[config.mk]
export PLATFORM = sky130hd
export DESIGN_NAME = data_cache
export DESIGN_NICKNAME = d
export VERILOG_FILES = /design/src/rtl/cpu_mem_pkg.sv /design/src/rtl/cache_line_array.sv /design/src/rtl/data_cache.sv
export SDC_FILE = /design/constraint.sdc
export NUM_CORES = 1
export LEC_CHECK = 0
export CORE_MARGIN = 4
export CORE_UTILIZATION = 25
export CTS_CLUSTER_SIZE = 12
export DETAILED_ROUTE_END_ITERATION = 8
export GPL_TIMING_DRIVEN = 0
export SLEW_MARGIN = 20
export SYNTH_ARGS = -nofsm -noshare
export SYNTH_HDL_FRONTEND = slang
export SYNTH_SLANG_ARGS = --single-unit
[constraint.sdc]
create_clock -name CLK -period 5.5 [get_ports CLK]
set_input_delay 1.1 -clock CLK [delete_from_list [all_inputs] [get_ports CLK]]
set_output_delay 1.1 -clock CLK [all_outputs]
set_load 0.05 [all_outputs]
[src/rtl/cpu_mem_pkg.sv]
// Shared CPU/memory definitions: address field widths, block width and cache FSM states.
// Also used by the data memory model, which works in whole blocks.
package cpu_mem_pkg;
  localparam int ADDR_W      = 8;
  localparam int NUM_BLOCKS  = 8;
  localparam int BLOCK_BYTES = 4;
  localparam int IDX_W       = $clog2(NUM_BLOCKS);
  localparam int OFF_W       = $clog2(BLOCK_BYTES);
  localparam int TAG_W       = ADDR_W - IDX_W - OFF_W;
  localparam int BLK_W       = 8 * BLOCK_BYTES;
  localparam int MADDR_W     = ADDR_W - OFF_W;

  typedef enum logic [1:0] {
    S_IDLE       = 2'd0,
    S_WRITE_BACK = 2'd1,
    S_ALLOCATE   = 2'd2,
    S_UPDATE     = 2'd3
  } cache_state_t;

  function automatic logic [TAG_W-1:0] addr_tag(input logic [ADDR_W-1:0] a);
    return a[ADDR_W-1 -: TAG_W];
  endfunction

  function automatic logic [IDX_W-1:0] addr_idx(input logic [ADDR_W-1:0] a);
    return a[OFF_W +: IDX_W];
  endfunction

  function automatic logic [OFF_W-1:0] addr_off(input logic [ADDR_W-1:0] a);
    return a[OFF_W-1:0];
  endfunction
endpackage

[src/rtl/cache_line_array.sv]
// Line storage: valid/dirty/tag/data with a combinational read port and a
// synchronous write port that either stores one byte or fills a whole block.
module cache_line_array #(
  parameter int NUM_BLOCKS  = 8,
  parameter int BLOCK_BYTES = 4,
  parameter int TAG_W       = 3
) (
  input  logic                                CLK,
  input  logic                                RESET,
  input  logic [$clog2(NUM_BLOCKS)-1:0]       i_idx,
  input  logic [$clog2(BLOCK_BYTES)-1:0]      i_off,
  output logic                                o_valid,
  output logic                                o_dirty,
  output logic [TAG_W-1:0]                    o_tag,
  output logic [8*BLOCK_BYTES-1:0]            o_data,
  input  logic                                i_byte_we,
  input  logic [7:0]                          i_byte,
  input  logic                                i_fill_we,
  input  logic [TAG_W-1:0]                    i_fill_tag,
  input  logic [8*BLOCK_BYTES-1:0]            i_fill_data
);
  logic [NUM_BLOCKS-1:0]                   r_valid;
  logic [NUM_BLOCKS-1:0]                   r_dirty;
  logic [NUM_BLOCKS-1:0][TAG_W-1:0]        r_tag;
  logic [NUM_BLOCKS-1:0][BLOCK_BYTES-1:0][7:0] r_data;

  assign o_valid = r_valid[i_idx];
  assign o_dirty = r_dirty[i_idx];
  assign o_tag   = r_tag[i_idx];
  assign o_data  = r_data[i_idx];

  // Only the status bits reset; tag and data contents are don't-care until valid.
  always_ff @(posedge CLK) begin
    if (RESET) begin
      r_valid <= '0;
      r_dirty <= '0;
    end else if (i_fill_we) begin
      r_valid[i_idx] <= 1'b1;
      r_dirty[i_idx] <= 1'b0;
    end else if (i_byte_we) begin
      r_dirty[i_idx] <= 1'b1;
    end
  end

  always_ff @(posedge CLK) begin
    if (i_fill_we) begin
      r_tag[i_idx]  <= i_fill_tag;
      r_data[i_idx] <= i_fill_data;
    end else if (i_byte_we) begin
      r_data[i_idx][i_off] <= i_byte;
    end
  end
endmodule

[src/rtl/data_cache.sv]
// Direct-mapped write-back data cache. Hits finish with no stall; misses write
// back a dirty victim, refill the block from memory, then replay as a hit.
module data_cache #(
  parameter int NUM_BLOCKS  = 8,
  parameter int BLOCK_BYTES = 4,
  parameter int ADDR_W      = 8
) (
  input  logic                                         CLK,
  input  logic                                         RESET,
  input  logic                                         READ,
  input  logic                                         WRITE,
  input  logic [ADDR_W-1:0]                            ADDRESS,
  input  logic [7:0]                                   WRITEDATA,
  output logic [7:0]                                   READDATA,
  output logic                                         BUSYWAIT,
  output logic                                         MEM_READ,
  output logic                                         MEM_WRITE,
  output logic [ADDR_W-$clog2(BLOCK_BYTES)-1:0]        MEM_ADDRESS,
  output logic [8*BLOCK_BYTES-1:0]                     MEM_WRITEDATA,
  input  logic [8*BLOCK_BYTES-1:0]                     MEM_READDATA,
  input  logic                                         MEM_BUSYWAIT
);
  import cpu_mem_pkg::*;

  localparam int C_IDX_W = $clog2(NUM_BLOCKS);
  localparam int C_OFF_W = $clog2(BLOCK_BYTES);
  localparam int C_TAG_W = ADDR_W - C_IDX_W - C_OFF_W;
  localparam int C_BLK_W = 8 * BLOCK_BYTES;

  logic [C_TAG_W-1:0]               w_tag;
  logic [C_TAG_W-1:0]               w_line_tag;
  logic [C_IDX_W-1:0]               w_idx;
  logic [C_OFF_W-1:0]               w_off;
  logic                             w_valid;
  logic                             w_dirty;
  logic                             w_hit;
  logic                             w_req;
  logic                             w_byte_we;
  logic                             w_fill_we;
  logic [C_BLK_W-1:0]               w_line_data;
  logic [BLOCK_BYTES-1:0][7:0]      w_line_bytes;
  cache_state_t                     r_state;
  logic [C_BLK_W-1:0]               r_fill;

  assign w_tag        = ADDRESS[ADDR_W-1 -: C_TAG_W];
  assign w_idx        = ADDRESS[C_OFF_W +: C_IDX_W];
  assign w_off        = ADDRESS[C_OFF_W-1:0];
  assign w_line_bytes = w_line_data;
  assign w_hit        = w_valid && (w_line_tag == w_tag);
  assign w_req        = READ || WRITE;
  assign w_byte_we    = (r_state == S_IDLE) && WRITE && w_hit;
  assign w_fill_we    = (r_state == S_UPDATE);

  cache_line_array #(
    .NUM_BLOCKS  (NUM_BLOCKS),
    .BLOCK_BYTES (BLOCK_BYTES),
    .TAG_W       (C_TAG_W)
  ) u_lines (
    .CLK         (CLK),
    .RESET       (RESET),
    .i_idx       (w_idx),
    .i_off       (w_off),
    .o_valid     (w_valid),
    .o_dirty     (w_dirty),
    .o_tag       (w_line_tag),
    .o_data      (w_line_data),
    .i_byte_we   (w_byte_we),
    .i_byte      (WRITEDATA),
    .i_fill_we   (w_fill_we),
    .i_fill_tag  (w_tag),
    .i_fill_data (r_fill)
  );

  always_ff @(posedge CLK) begin
    if (RESET) begin
      r_state <= S_IDLE;
    end else begin
      case (r_state)
        S_IDLE:       if (w_req && !w_hit) r_state <= (w_valid && w_dirty) ? S_WRITE_BACK : S_ALLOCATE;
        S_WRITE_BACK: if (!MEM_BUSYWAIT) r_state <= S_ALLOCATE;
        S_ALLOCATE:   if (!MEM_BUSYWAIT) r_state <= S_UPDATE;
        S_UPDATE:     r_state <= S_IDLE;
        default:      r_state <= S_IDLE;
      endcase
    end
  end

  // Refill block is held one cycle so UPDATE commits it independently of memory.
  always_ff @(posedge CLK) begin
    if (r_state == S_ALLOCATE && !MEM_BUSYWAIT) r_fill <= MEM_READDATA;
  end

  // Stall is combinational so a miss freezes the CPU in the cycle it is presented.
  always_comb begin
    BUSYWAIT      = (r_state != S_IDLE) || (w_req && !w_hit);
    MEM_READ      = 1'b0;
    MEM_WRITE     = 1'b0;
    MEM_ADDRESS   = '0;
    MEM_WRITEDATA = '0;
    READDATA      = '0;
    case (r_state)
      S_IDLE:       if (READ && !WRITE && w_hit) READDATA = w_line_bytes[w_off];
      S_WRITE_BACK: begin
        MEM_WRITE     = 1'b1;
        MEM_ADDRESS   = {w_line_tag, w_idx};
        MEM_WRITEDATA = w_line_data;
      end
      S_ALLOCATE: begin
        MEM_READ    = 1'b1;
        MEM_ADDRESS = {w_tag, w_idx};
      end
      default: ;
    endcase
  end

  a_rw_exclusive: assert property (@(posedge CLK) disable iff (RESET) !(READ && WRITE));
  a_req_stable: assert property (@(posedge CLK) disable iff (RESET)
    (r_state != S_IDLE) |-> ($stable(ADDRESS) && $stable(READ) && $stable(WRITE)));
endmodule

==> Word-level counts from Yosys, hierarchy flattened <==
Index checks and enable logic that the tools add are counted.
{ "totals": {"regBits": 330, "input_bits": 53, "word_cells": 116} }
{ "op_classes": {"n_eq_ne": 7, "n_reduce_logical": 19, "order_cmp": 4, "mux": 38, "n_bitwise": 4} }
{ "ops": {"columns": ["op", "count"], "rows": [
  ["256-bit bitwise mux", 2],
  ["256-bit 2-to-1 mux", 2],
  ["32-bit demux with 3-bit select", 2],
  ["32-bit 2-to-1 mux", 4],
  ["32-bit binary-select mux with 3-bit select", 1],
  ["8-bit 2-to-1 mux", 6],
  ["24-bit bitwise mux", 1],
  ["8-bit binary-select mux with 2-bit select", 1],
  ["8-bit demux with 2-bit select", 1],
  ["8-bit bitwise OR", 2],
  ["6-bit case mux with 2 select lines", 1],
  ["1-bit logical AND", 10],
  ["3-bit binary-select mux with 3-bit select", 1],
  ["3-bit demux with 3-bit select", 1],
  ["8-bit bitwise AND", 1],
  ["2-bit 2-to-1 mux", 4],
  ["8-bit inverter", 1],
  ["2-bit case mux with 4 select lines", 1],
  ["1-bit binary-select mux with 3-bit select", 2],
  ["3-bit 2-to-1 mux", 2],
  ["1-bit 2-to-1 mux", 5],
  ["2-bit == test (second input constant)", 2],
  ["3-bit by 4-bit less-than comparator with 1-bit output (second input constant)", 1],
  ["2-bit != test (second input constant)", 2],
  ["12 further kinds", 16]
]} }

==> Depth between registers and ports, before layout <==
Gate-level depths: netlist of run 1.
{ "depth": {"ltp_word": 9, "mapped_depth": 11, "depth_no_buf": 6} }

==> Modules after synthesis <==
From an unflattened synthesis of run 1, not the netlist that was laid out.
{ "hier_totals": {"cells_unflattened": 1227, "area_unflattened_um2": 16333.2} }
{ "modules_own_cells": {"columns": ["mod", "area_per_inst_um2", "seq_area_each_um2", "instances", "cells_per_inst"], "rows": [
  ["cache_line_array", 14592.7, 8728.4, 1, 1101],
  ["data_cache", 1740.4, 1001.0, 1, 126]
]} }

==> Worst setup path after synthesis of run 1 <==
No wires, ideal clock.
{ "synth_timing": {"kind": "input -> output", "startpoint": "input port ADDRESS[3]", "endpoint": "output port MEM_WRITEDATA[4]", "arrival_time_ns": 4.395, "cell_stages": 7, "setup_slack_ns": 0.005, "cell_sequence": "buf_4 > buf_4 > buf_6 > buf_6 > buf_4 > nor2_1 > a2111oi_0"} }
{ "synth_between": {"elab_chain_len": 3} }
{ "synth_rtl": {"columns": ["element", "line", "source"], "rows": [
  ["from (decl)", "data_cache.sv:12", "input logic [ADDR_W-1:0] ADDRESS,"],
  ["32-bit binary-select mux with 3-bit select", "cache_line_array.sv:30", "assign o_data = r_data[i_idx];"],
  ["32-bit 2-to-1 mux (not written as such)", "cache_line_array.sv:30", null],
  ["32-bit 2-to-1 mux", "data_cache.sv:101", "case (r_state)"],
  ["to (decl)", "data_cache.sv:19", "output logic [8*BLOCK_BYTES-1:0] MEM_WRITEDATA,"]
]} }
No other way between the ends. The select of a mux whose other input is x is not followed.

==> Final worst setup path of run 1 <==
{ "layout_timing": {"startpoint": "input port ADDRESS[4]", "endpoint": "output port MEM_WRITEDATA[16]"} }
Same word-level chain as after synthesis.

==> results of run 1 <==
-- state kept, by name, summed over array words and instances (netlist names), named ones only --
name and flops:
u_lines.r_tag 24, u_lines.r_valid 8, u_lines.r_data 256, r_state 2, r_fill 32
-- worst max-delay path, delay by kind of cell --
kind          cells  cell delay, ns
buf+inv           6            2.32
simple gates      1            0.09
mux               2            0.87
-- synthesized netlist by cell type (13+ instances only) --
library cell / instances
a22o_1: 114
and2_1: 24
buf_2: 28
buf_4: 36
clkbuf_1: 45
dfxtp_1: 18
edfxtp_1: 312
mux2_2: 28
mux2i_1: 27
mux4_2: 38
nand2_1: 186
nand2b_1: 17
nor2_1: 66
nor2b_1: 13
nor3_1: 13
o21ai_0: 174
o221ai_1: 19
o22ai_1: 26
o31ai_1: 15
-- placed cells by master, fill, tap and decap left out, drive strengths merged, types with 6 or more instances in the layout --
cell type	synthesis	routed
dlygate4sd2	0	6
a22oi	7	7
clkinv	8	18
nor3	13	13
nand2b	17	17
inv	9	12
o221ai	19	19
nor2b	13	13
o21ai	174	174
edfxtp	312	312
clkdlybuf4s50	0	80
clkbuf	45	98
a21oi	7	7
mux2	29	29
o31ai	15	15
mux4	39	39
mux2i	27	27
o22ai	26	26
nor2	66	66
nand2	187	187
buf	77	110
a41oi	8	8
and2	24	24
dfxtp	18	18
a22o	114	114
-- kinds of logic (layout without fill, tap and decap cells) --
family / Yosys count / count (layout) / share of synthesized area, %
AOI/OAI and AO/OA: 398 / 398 / 16.7
and+or+nand+nor: 339 / 339 / 9.14
DFF: 330 / 330 / 59.9
buffers and inverters: 139 / 336 / 4.70
muxes: 95 / 95 / 9.10
adders and majority gates: 5 / 5 / 0.385
xor gates and xnor gates: 1 / 1 / 0.0539
other: 0 / 3 / 0
-- routing by layer --
layer / wire length (um) / up-vias
met2: 29700 / 1087
met1: 26700 / 6570
met5: 0 / -
met3: 10300 / 176
met4: 3040 / 0
li1: - / 5365
-- what timing repair did --
item / CTS / global route
setup endpoints to repair: 31 / 28
buffers inserted: 1 / 2
gates resized for setup: 80 / 29
hold buffers: 0 / 0
pin swaps: 1 / 4
-- final timing paths --
| path | start | end | slack [ns] | cells past startpoint |
|---|---|---|---|---|
| worst max-delay path | ADDRESS[4] | MEM_WRITEDATA[16] | 0.0007 | 9 |
| worst min-delay path | u_lines.r_valid[1] | u_lines.r_valid[1] | 0.47 | 2 |
| worst max register to register | r_state[1] | u_lines.r_data[92] | 2.04 | 5 |
| worst min register to register | u_lines.r_valid[1] | u_lines.r_valid[1] | 0.47 | 2 |
-- final cells by class --
type | instances | area, um2
timing repair buffer | 129 | 1230
clock inverter | 17 | 191
inverter | 17 | 63.8
sequential | 330 | 9730
buffer | 122 | 741
clock buffer | 51 | 1030
tap | 855 | 1070
multi-input combinational | 838 | 6000
antenna | 3 | 7.51
fill | 6473 | 44300
-- where the power goes --
group          switching, uW  leakage, uW  internal [uW]
registers               18.2      0.00287           2800
logic                    736      0.00300            325
clock network           1060     0.000601           1510
-- metrics by stage --
| stage | worst slack (ns) | instances | hold WS (ns) | TNS (ns) | power (uW) |
|---|---|---|---|---|---|
| CTS | -0.0495 | 2357 | 0.476 | -0.0534 | 6420 |
| detailed placement | -1.24 | 2288 | 0.462 | -12.37 | 3880 |
| finish | 0.000655 | 2362 | 0.475 | 0 | 6450 |
| global placement | -1.33 | 2260 | 0.458 | -16.38 | 3860 |
| floorplan | 0.00493 | 1307 | 0.435 | 0 | 3440 |
| global route | -0.0804 | 2359 | 0.503 | -0.185 | 6600 |
==> metrics.cfg, run 1 <==
[status]
status=finished, final reports clean

[grt]
use_met2_pct=28.5
grt_pass1_vias=13003
grt.overflow.total=0
grt_pass1_wl_mm=96.8
use_met1_pct=25.8
grt_util_met3_pct=7.16
grt_max_degree=18
antenna_found_initial=4
grt.busiest_layer=met2
grt.total_usage_pct=19.3

[clocking]
clock_sink_count=330
htreeDepth=2
cts_buffers=39
clk_pin_slew_ns=0.06
clock_latency_ns=0.54
cts_buffer_depth=3
cts_tree=built
cts_root_buf=clkbuf_16

[cells_and_area]
design_area_um2=20100
finish.utilization_pct=31.2
areaGrowthSynthToFinish_pct=23.5
drive_above_1_share_pct=18.8
fin_nets=1535

[routing]
vias_per_cell=5.59
drcViolationCount=0
ant_nets=0
routed_wl_mm=69.8
firstDrtPassIters=8
drtIter0Drc=2325
vias=13198
wl_per_cell_um=29.5

[floorplan]
row_count=93
fp.dieH_um=263
initial_core_util_pct=25.3
core_um2=64300
die_area_um2=69100
ios=102
chipWidth_um=263

[critical_path]
worstSetupStartpointType=input pin
critPathKind=input pin to output port
cp_max_fo=10
cp_common_cell=buf_4
endpoint_kind=output port
crit_slowest_cell=clkdlybuf4s50_1
worst_ep_required_time_ns=4.40
cpPeakStageDelay_ns=0.72
worstPathArrival_ns=4.40
worstPathCellList=clkdlybuf4s50_1 -> buf_4 -> buf_4 -> buf_6 -> buf_4 -> mux4_2 -> mux2i_2 -> nor2_1 -> clkdlybuf4s50_1

[synth]
avgSynthCellArea_um2=12.4
synthFlopType=edfxtp_1
synthTopCellsByArea=edfxtp_1, a22o_1, o21ai_0
ys_types=59
synthCells=1307
synth_top_cell_by_area=edfxtp_1
async_reset_ff_share_pct=0
synth_edf_count=312
ys_seq_elements=330
yosysWarningCount=0
syn-num-nets=1365
synth_top_area_share_pct=57.7
syn_area_um2=16200
ys_seq_area_share_pct=59.9

[sta]
rsz0062_at_grt=yes
relSlewSlack_pct=20.9
fmax_ghz=0.182
period_share_pct=100
worst_slew_pin_slew_ns=1.18
setup_viol=0
finalHoldViolations=0
post-route-min-period_ns=5.50
slew_viol_final=0
finClkSkew_ns=0.0176

[pwr]
p_leak_uw=0.00647
vdd_drop_max_uv=183
powerDensity_nw_per_um2=322

[place]
portBuffers=98
dpl.hpwl_mm=49.3
dpl_cell_area_um2=18600
gp_congestion=0.991

[worst_hold_path]
hp-class=flop to flop

[run]
maxCapViolations=0

No activity file was read; power rests on OpenSTA's default activity.
==> run 2: changes to the inputs <==
Settings changed: CTS_CLUSTER_DIAMETER set to 30.
==> metrics.cfg, run 2 (synthesized netlist as in run 1, its figures left out) <==
[status]
status=finished, final reports clean

[sta]
period_share_pct=99.4  ; -0.61 points
fin_hold_ws_ns=0.480  ; +0.00514 ns
finalHoldViolations=0  ; unchanged
worst_slew_pin_slew_ns=1.26  ; +0.0732 ns
setup_tns_ns=0  ; unchanged
slew_viol_final=0  ; unchanged
finClkSkew_ns=0.0277  ; +0.0101 ns
post-route-min-period_ns=5.47  ; -0.0337 ns
fmax_ghz=0.183  ; +0.62%
relSlewSlack_pct=16.1  ; -4.9 points
finalWorstSetupSlack_ns=0.0344  ; +0.0337 ns
setup_viol=0  ; unchanged

[critical_path]
cpPeakStageDelay_ns=0.72  ; about the same
critPathKind=input pin to output port
cp_common_cell=buf_4
worst_ep_required_time_ns=4.40  ; about the same
cp_max_fo=10  ; unchanged
worstPathCellList=clkdlybuf4s50_1 -> buf_4 -> buf_4 -> buf_6 -> buf_4 -> mux4_2 -> mux2i_2 -> nor2_1 -> clkdlybuf4s50_1
crit_slowest_cell=clkdlybuf4s50_1
worstPathArrival_ns=4.37  ; -0.03 ns
cp_top_family=buffers and inverters
crit_buf_inv=6  ; unchanged
worstSetupStartpointType=input pin
endpoint_kind=output port

[cells_and_area]
fin_nets=1578  ; +2.8%
drive_above_1_share_pct=22.8  ; +4.1 points
final_cell_mix=edfxtp_1, nand2_1, o21ai_0, a22o_1, clkbuf_16
finalNonFillerCells=2441  ; +3.3%
final_common_cell=edfxtp_1
largest_register_ffs=256  ; unchanged
largest-register=u_lines.r_data
areaGrowthSynthToFinish_pct=32.7
fill_cells=6314  ; -2.5%
reg_top3=u_lines.r_data: 256 flops, r_fill: 32 flops, u_lines.r_tag: 24 flops

[run]
maxCapViolations=0  ; unchanged

[floorplan]
row_count=93  ; unchanged
fp.dieH_um=263  ; unchanged
ios=102  ; unchanged
initial_core_util_pct=25.3  ; unchanged
die_area_um2=69100  ; unchanged
chipWidth_um=263  ; unchanged
core_um2=64300  ; unchanged

[grt]
grt_max_degree=18  ; unchanged
grt_pass1_vias=13511  ; +3.9%
antenna_found_initial=3  ; -1
grt.overflow.total=0  ; unchanged
grt.total_usage_pct=19.7  ; +0.46 points
grt_pass1_wl_mm=98.8  ; +2.1%

[worst_hold_path]
hp-class=flop to flop

[routing]
drtIter0Drc=2375  ; +2.2%
vias=13559  ; +2.7%
vias_per_cell=5.55  ; -0.59%
routed_wl_mm=71.0  ; +1.8%
drcViolationCount=0  ; unchanged
ant_nets=0  ; unchanged
firstDrtPassIters=6  ; -2
wl_per_cell_um=29.1  ; -1.5%

[pwr]
p_leak_uw=0.00715  ; +11%
powerDensity_nw_per_um2=402  ; +25%
vdd_drop_max_uv=230  ; +26%
p_total_uw=8680  ; +34%

[clocking]
clock_latency_ns=0.61  ; +0.07 ns
cts_root_buf=clkbuf_16
htreeDepth=3  ; +1
cts_buffer_depth=3  ; unchanged
cts_buffers=83  ; +110%
clock_sink_count=330  ; unchanged
hold_buffers=0  ; unchanged
cts_tree=built
clk_pin_slew_ns=0.04  ; -0.02 ns

[place]
gp_congestion=0.991  ; unchanged
post-place-ws_ns=-1.24  ; unchanged
portBuffers=98  ; unchanged
dpl.hpwl_mm=49.3  ; unchanged
place_inst=2288  ; unchanged

## run 2: cell types whose count changed in the layout (fill, tap and decap cells not counted), sizes merged
cell	previous run	this run
buf	110	111
bufinv	4	9
clkbuf	98	143
clkdlybuf4s15	4	2
clkdlybuf4s50	80	82
clkinv	18	36
clkinvlp	0	11
diode	3	1
dlymetal6s2s	4	2
inv	12	15
## run 2: tightest hold or removal path, cell delays in order (launching register included)
cell and delay [ns]:
dfxtp_1 0.33, nor2_1 0.05, nor2_1 0.07
## run 2: stage by stage
stage          area [um2]  util (%)
4_1_cts             21500      33.4
6_report            21600      33.5
2_1_floorplan       16200         -
3_5_place_dp        18600      28.9
3_3_place_gp        18300      28.4
5_1_grt             21600      33.5
## run 2: routing by layer
| metal | GRT usage, % | up-vias | part of all wire, % |
|---|---|---|---|
| li1 | - | 5489 | - |
| met1 | 25.9 | 6698 | 38 |
| met2 | 28.6 | 1138 | 42 |
| met3 | 8.00 | 232 | 15 |
| met4 | 8.97 | 2 | 4.7 |
| met5 | 0 | - | 0.024 |
## run 2: path summary, 6_finish.rpt
| path | startpoint | to | slack [ns] | cells after the start |
|---|---|---|---|---|
| worst max-delay path | ADDRESS[4] | MEM_WRITEDATA[7] | 0.03 | 9 |
| worst min-delay path | u_lines.r_valid[3] | u_lines.r_valid[3] | 0.48 | 2 |
| worst max register to register | u_lines.r_tag[16] | u_lines.r_data[23] | 2.02 | 7 |
| worst min register to register | u_lines.r_valid[3] | u_lines.r_valid[3] | 0.48 | 2 |
## run 2: power breakdown
group	leakage [uW]	internal (uW)	switching [uW]
clock	0.00132	3240	1540
sequential	0.00287	2810	18.3
combinational	0.00295	324	739
total	0.00715	6380	2300
## run 2: repair_timing
action	4_1_cts	5_1_grt
pin swaps	1	3
resized for setup	79	33
setup endpoints to repair	31	26
buffers inserted	1	1
## run 2: layout make-up
class / instances / area, um2 / share of cell area [%]
antenna: 1 / 2.50 / 0.0116
buffer: 122 / 741 / 3.44
clock buffer: 96 / 2180 / 10.1
clock inverter: 54 / 562 / 2.61
inverter: 17 / 63.8 / 0.296
multi-input combinational: 838 / 6000 / 27.8
sequential: 330 / 9730 / 45.1
tap: 855 / 1070 / 4.96
timing repair buffer: 128 / 1210 / 5.61
